**src/rtl/four_bit_comp.sv**
```systemverilog
// Registered unsigned magnitude comparator: captures a/b on a qualified edge and
// presents one-hot greater/equal/smaller flags one clock later.
module four_bit_comp #(
  parameter int WIDTH = 4
) (
  input  logic           clk,
  input  logic           rst_n,
  input  logic           in_valid,
  input  logic [WIDTH:1] a,
  input  logic [WIDTH:1] b,
  output logic           g,
  output logic           e,
  output logic           s,
  output logic           out_valid
);

  logic gt;
  logic eq;
  logic lt;

  // Vectors are unsigned, so the native relational operators give the
  // magnitude compare directly. Exactly one of the three terms is true.
  always_comb begin
    gt = (a > b);
    eq = (a == b);
    lt = (a < b);
  end

  // Flags hold their last result while in_valid is low. out_valid only
  // reports whether the most recent edge carried a new result.
  always_ff @(posedge clk or negedge rst_n) begin
    if (!rst_n) begin
      // NOTE: non-blocking assignments keep every flop sampling pre-edge values, so process order never matters.
      g         <= 1'b0;
      e         <= 1'b0;
      s         <= 1'b0;
      out_valid <= 1'b0;
    end else begin
      out_valid <= in_valid;
      if (in_valid) begin
        g <= gt;
        e <= eq;
        s <= lt;
      end
    end
  end

endmodule

```
**config.mk**
```make
export PLATFORM = sky130hd
export DESIGN_NAME = four_bit_comp
export DESIGN_NICKNAME = d
export VERILOG_FILES = /design/src/rtl/four_bit_comp.sv
export SDC_FILE = /design/constraint.sdc
export NUM_CORES = 1
export LEC_CHECK = 0
export ABC_AREA = 0
export CORE_AREA = 4 4 41 43
export DETAILED_ROUTE_END_ITERATION = 16
export DIE_AREA = 0 0 45 47
export MAX_ROUTING_LAYER = met4
export PLACE_DENSITY_LB_ADDON = 0.3
export SETUP_SLACK_MARGIN = 0.15
export SYNTH_ARGS = -nofsm -noshare
export SYNTH_HDL_FRONTEND = slang
export SYNTH_SLANG_ARGS = --single-unit
```
**constraint.sdc**
```tcl
create_clock -name clk -period 1.1 [get_ports clk]
set_clock_uncertainty 0.1 [all_clocks]
set_input_delay 0.22 -clock clk [delete_from_list [all_inputs] [get_ports clk]]
set_output_delay 0.22 -clock clk [all_outputs]
set_load 0.01 [all_outputs]
```
# Yosys cells after proc, flatten, opt, wreduce, memory -nomap -nowiden
# Index checks and enable logic that the tools add are counted.
[classes] n_lt_le_gt_ge=2 n_eq_ne=1
[ops] operator="$eq 4x4->1" count=1
[ops] operator="$gt 4x4->1" count=1
[ops] operator="$lt 4x4->1" count=1
[totals] regBits=4 in_bits=11 out_inout_bits=4 word_cells=7

# Depth between registers and ports, before layout
[depth] depth_word=1 ltp_mapped=5 ltp_nobuf=5

# Worst setup path after synthesis
# Ideal clock, no wire load.
[synth_timing] kind="input to register" from="input b[4] in the netlist's numbering" to="register s" arrival_ns=0.939 slack_ns=-0.059 path_stages=5 path_buffers=0 path_cell_list="inv_1 > ha_1 > nand2_2 > o21bai_4 > a31o_1"
[synth_between] elab_chain_len=1
[synth_lines] element="start: declaration" line_no="10" text="input logic [WIDTH:1] b,"
[synth_lines] element="$lt 4x4->1" line_no="26" text="lt = (a < b);"
[synth_lines] element="end signal: assignment" line_no="43" text="s <= lt;"
[synth_lines] element="end: declaration" line_no="13" text="output logic s,"
# No other way between the ends.
# A chain may end at the register's enable or synchronous reset.

# Worst setup path in the final report
[layout_timing] from="register g" to="output g"
[layout_rtl] element="start: declaration" line_no="11" text="output logic g,"
[layout_rtl] element="start signal: assignment" line_no="41" text="g <= gt;"
# No word-level cell between the ends.

==> results.txt <==
The kind of cell with the highest combined delay along the critical path is flip-flops. Timing would allow up to between 900 and 1000 MHz. In this run the number of cells on the critical path is 1. STA classifies the critical path startpoint as a flip-flop.

The number of antenna-violating nets in the routed design came out at 0. For the worst setup path, the data arrival time is ~0.74 ns. The library cell used most frequently in the layout, excluding fill and tap cells, is buf_2.

The post-synthesis simple-gate area fraction came out at a little over a tenth. The half-perimeter wire length of the detailed placement result came out at between 600 and 700 um. The routed via count divided by cell count came out at about 4.3. After layout, the worst setup slack is around 0.04 ns.

During placement, the flow inserted port buffers numbering 14. The net total in the final layout is 61. The highest layer touched by signal routing is met4. The share of the clock period used by the worst path is between 90% and 100%. The post-route DRC violation count is 0. The post-synth design cell area is approximately 250 um^2.

The final hold violation count came out at 0. The vertical die dimension is between 40 and 50 um. The post-synthesis register bit count is 4. The average instance in the mapped netlist occupies 10.72 um^2.

The power density relative to cell area came out at 1006 nW/um^2. In this run the worst path has a maximum fanout of 2. The number of unique standard cell types used by synthesis is 12. The amount of wire on met3 after detailed routing is approximately 60 um. Measured in cells, the most critical reg-to-reg path has a length of 3. The critical path is of the reg -> out type. In the final routing, the length of wire on met1 measures roughly 200 um. The share of cells above drive strength 1 came out at around 70%. In the detailed route, the total length drawn on met2 is slightly above 500 um. TritonCTS built the clock tree. The library cells used most frequently in the layout, excluding fill and tap cells, are buf_2, buf_4, ha_4, dfrtp_1, clkbuf_4. Setup repair after global routing could not meet its margin everywhere. Summed over all cells, the static leakage comes to between 0.2 and 0.25 nW. The number of setup violations in the final report is 0. The max-cap check violation count came out at 0. Counting the buffers created by CTS gives 3. Traced cell by cell, the critical path runs through buf_2.

The setup total negative slack is 0 ns. The number of standard cells in the layout, taps in and fillers out came out at 59. Dividing the detail-routed wire length by the instance count gives 13.22 um.

Summing the areas of all xor and xnor instances in the mapped netlist gives 0% of the synthesized area. In this run the number of H-tree levels came out at 1. On the worst path, the slowest cell contributes a delay of between 0.3 and 0.4 ns. The count of filler cells inserted in the layout is around 140. The cell with the largest stage delay on the worst path is dfrtp_1.

The floorplan row count came out at 13. The via count is 255. Entering global routing, the biggest net connects 7 pins. The sequential-to-total area share from yosys stat is about two fifths. The number of warnings printed during yosys synthesis came out at 0.

The number of inserted diodes is 0. The detailed-routing iteration count for the pre-antenna-repair pass came out at 3. The shortest clock period the worst path allows after layout came out at 1.061 ns. CTS placed an instance of clkbuf_4 at the clock tree root. The share of the synthesized area in compound gates (AO/OA/AOI/OAI) came out at 20.81%. The worst setup path is captured at an output port. Relative to the synthesized area, the layout overhead comes to 115.7%. The clock input transition at the sequential cells of the worst setup and hold paths is roughly 0.030 ns. The core outline area is between 1000 and 1500 um^2. The via count of the first global-routing pass came out at 297.

The first global-routing pass estimated around 1.3 mm of wire. No sink is reached through more buffers than the 2 on the longest clock path. The iteration-0 DRC count of the detailed router is 3. Counting every sink on the clock net gives 4. The clock insertion delay at the later pin of the skew report came out at between 0.2 and 0.25 ns.

During I/O placement, the number of pins put on the boundary was 15. The global router's overall resource usage came out at under 10%. The setup slack at placement came out at -0.7133 ns. The final weighted congestion in routability-driven placement came out at approximately 0.66. Data on the critical path is required at its endpoint by slightly below 0.8 ns.

The largest vdd supply drop came out at between 0.0004 and 0.0005 V. The number of placed instances, taps included is 54. The max-slew violation count is 0. The total grt overflow is 0. The tightest min-delay check is of the in -> async type. By area, the combinational part of the netlist is dominated by compound AO/OA/AOI/OAI gates. The full die area came out at ~2100 um^2. The number of nets produced by synthesis came out at 38. The synthesized netlist devotes 20.30% of its cell area to adder and majority cells. The flow ran to the end, and the final reports show no timing, DRC or antenna violations.

The initial antenna violation count is 0. The width of the die is 45 um. The portion of netlist area occupied by mux cells is 0%.

The final wirelength is 780 um. Once placement finished, the instance area stood at between 400 and 500 um^2. For the pin with the worst max-slew slack, the measured transition is approximately 0.26 ns.

The buffers plus inverters on the worst setup path is 1. Synthesis produced a netlist whose cell count is 23. The final instance area is roughly 530 um^2. The initial standard-cell utilization of the core is about a fifth. In this run the tightest slew margin relative to its limit is between 80% and 90%.
==> through the flow <==
stage	power, mW	utilization [%]	hold slack, ns
detailed placement	0.3580	37.88	0.3403
global placement	0.3489	37.88	0.3247
global route	0.5754	40.87	0.1000
finish	0.5350	40.87	0.1011
CTS	0.5417	40.10	0.09380
floorplan	0.2527	-	-0.1756
==> where the power goes <==
part | total (mW) | switching, mW | internal, mW
Combinational | 0.194 | 0.0808 | 0.113
Sequential | 0.170 | 0.00744 | 0.163
Clock | 0.171 | 0.0499 | 0.121
Total | 0.535 | 0.138 | 0.397
==> cells by family (layout without fill, tap and decap cells) <==
logic type / Yosys count / count (layout)
simple gates: 4 / 4
buf+inv: 5 / 26
flops: 4 / 4
fa+ha+maj: 4 / 4
compound gates: 6 / 6
==> synth_stat cells <==
| cell | n | area share, % |
|---|---|---|
| inv_1 | 5 | 7.6 |
| dfrtp_1 | 4 | 41 |
| ha_1 | 4 | 20 |
| o22ai_1 | 2 | 5.1 |
| a21oi_1 | 1 | 2.0 |
| a31o_1 | 1 | 3.6 |
| a31oi_1 | 1 | 2.5 |
| nand2_2 | 1 | 2.5 |
| nand3_1 | 1 | 2.0 |
| nor2b_1 | 1 | 2.5 |
| nor2b_2 | 1 | 3.6 |
| o21bai_4 | 1 | 7.6 |
==> sequential cells by signal, summed over array words and instances (netlist names) <==
name,count
e,1
g,1
out_valid,1
s,1
==> layout make-up <==
cell class                      count  area (um^2)  area share [%]
Clock buffer                        3        22.52           4.235
Inverter                            5        48.80           9.176
Multi-Input combinational cell     14        193.9           36.47
Sequential cell                     4        100.1           18.82
Tap cell                           15        18.77           3.529
Timing Repair Buffer               18        147.6           27.76
==> path summary, 6_finish.rpt <==
| path | startpoint | endpoint | slack, ns |
|---|---|---|---|
| worst max-delay path | g | g | 0.04 |
| max in group asynchronous | rst_n | out_valid | 0.63 |
| worst min register to register | s | s | 0.52 |
| worst max register to register | g | g | 0.13 |
| min in group clk | in_valid | out_valid | 0.29 |
| worst min-delay path | rst_n | g | 0.10 |
==> layer usage <==
layer	GRT usage [%]	vias to the layer above
met1	6.651	123
met2	18.64	6
li1	-	124
met3	4.215	2
met5	-	-
met4	5.263	0
==> what timing repair did <==
item | 4_1_cts | 5_1_grt
endpoints found under the setup margin | 7 | 6
buffers inserted | 2 | 0
hold buffers | 0 | 0
resized for setup | 56 | 2
pin swaps | 4 | 1
(Power assumes the default switching activity.)
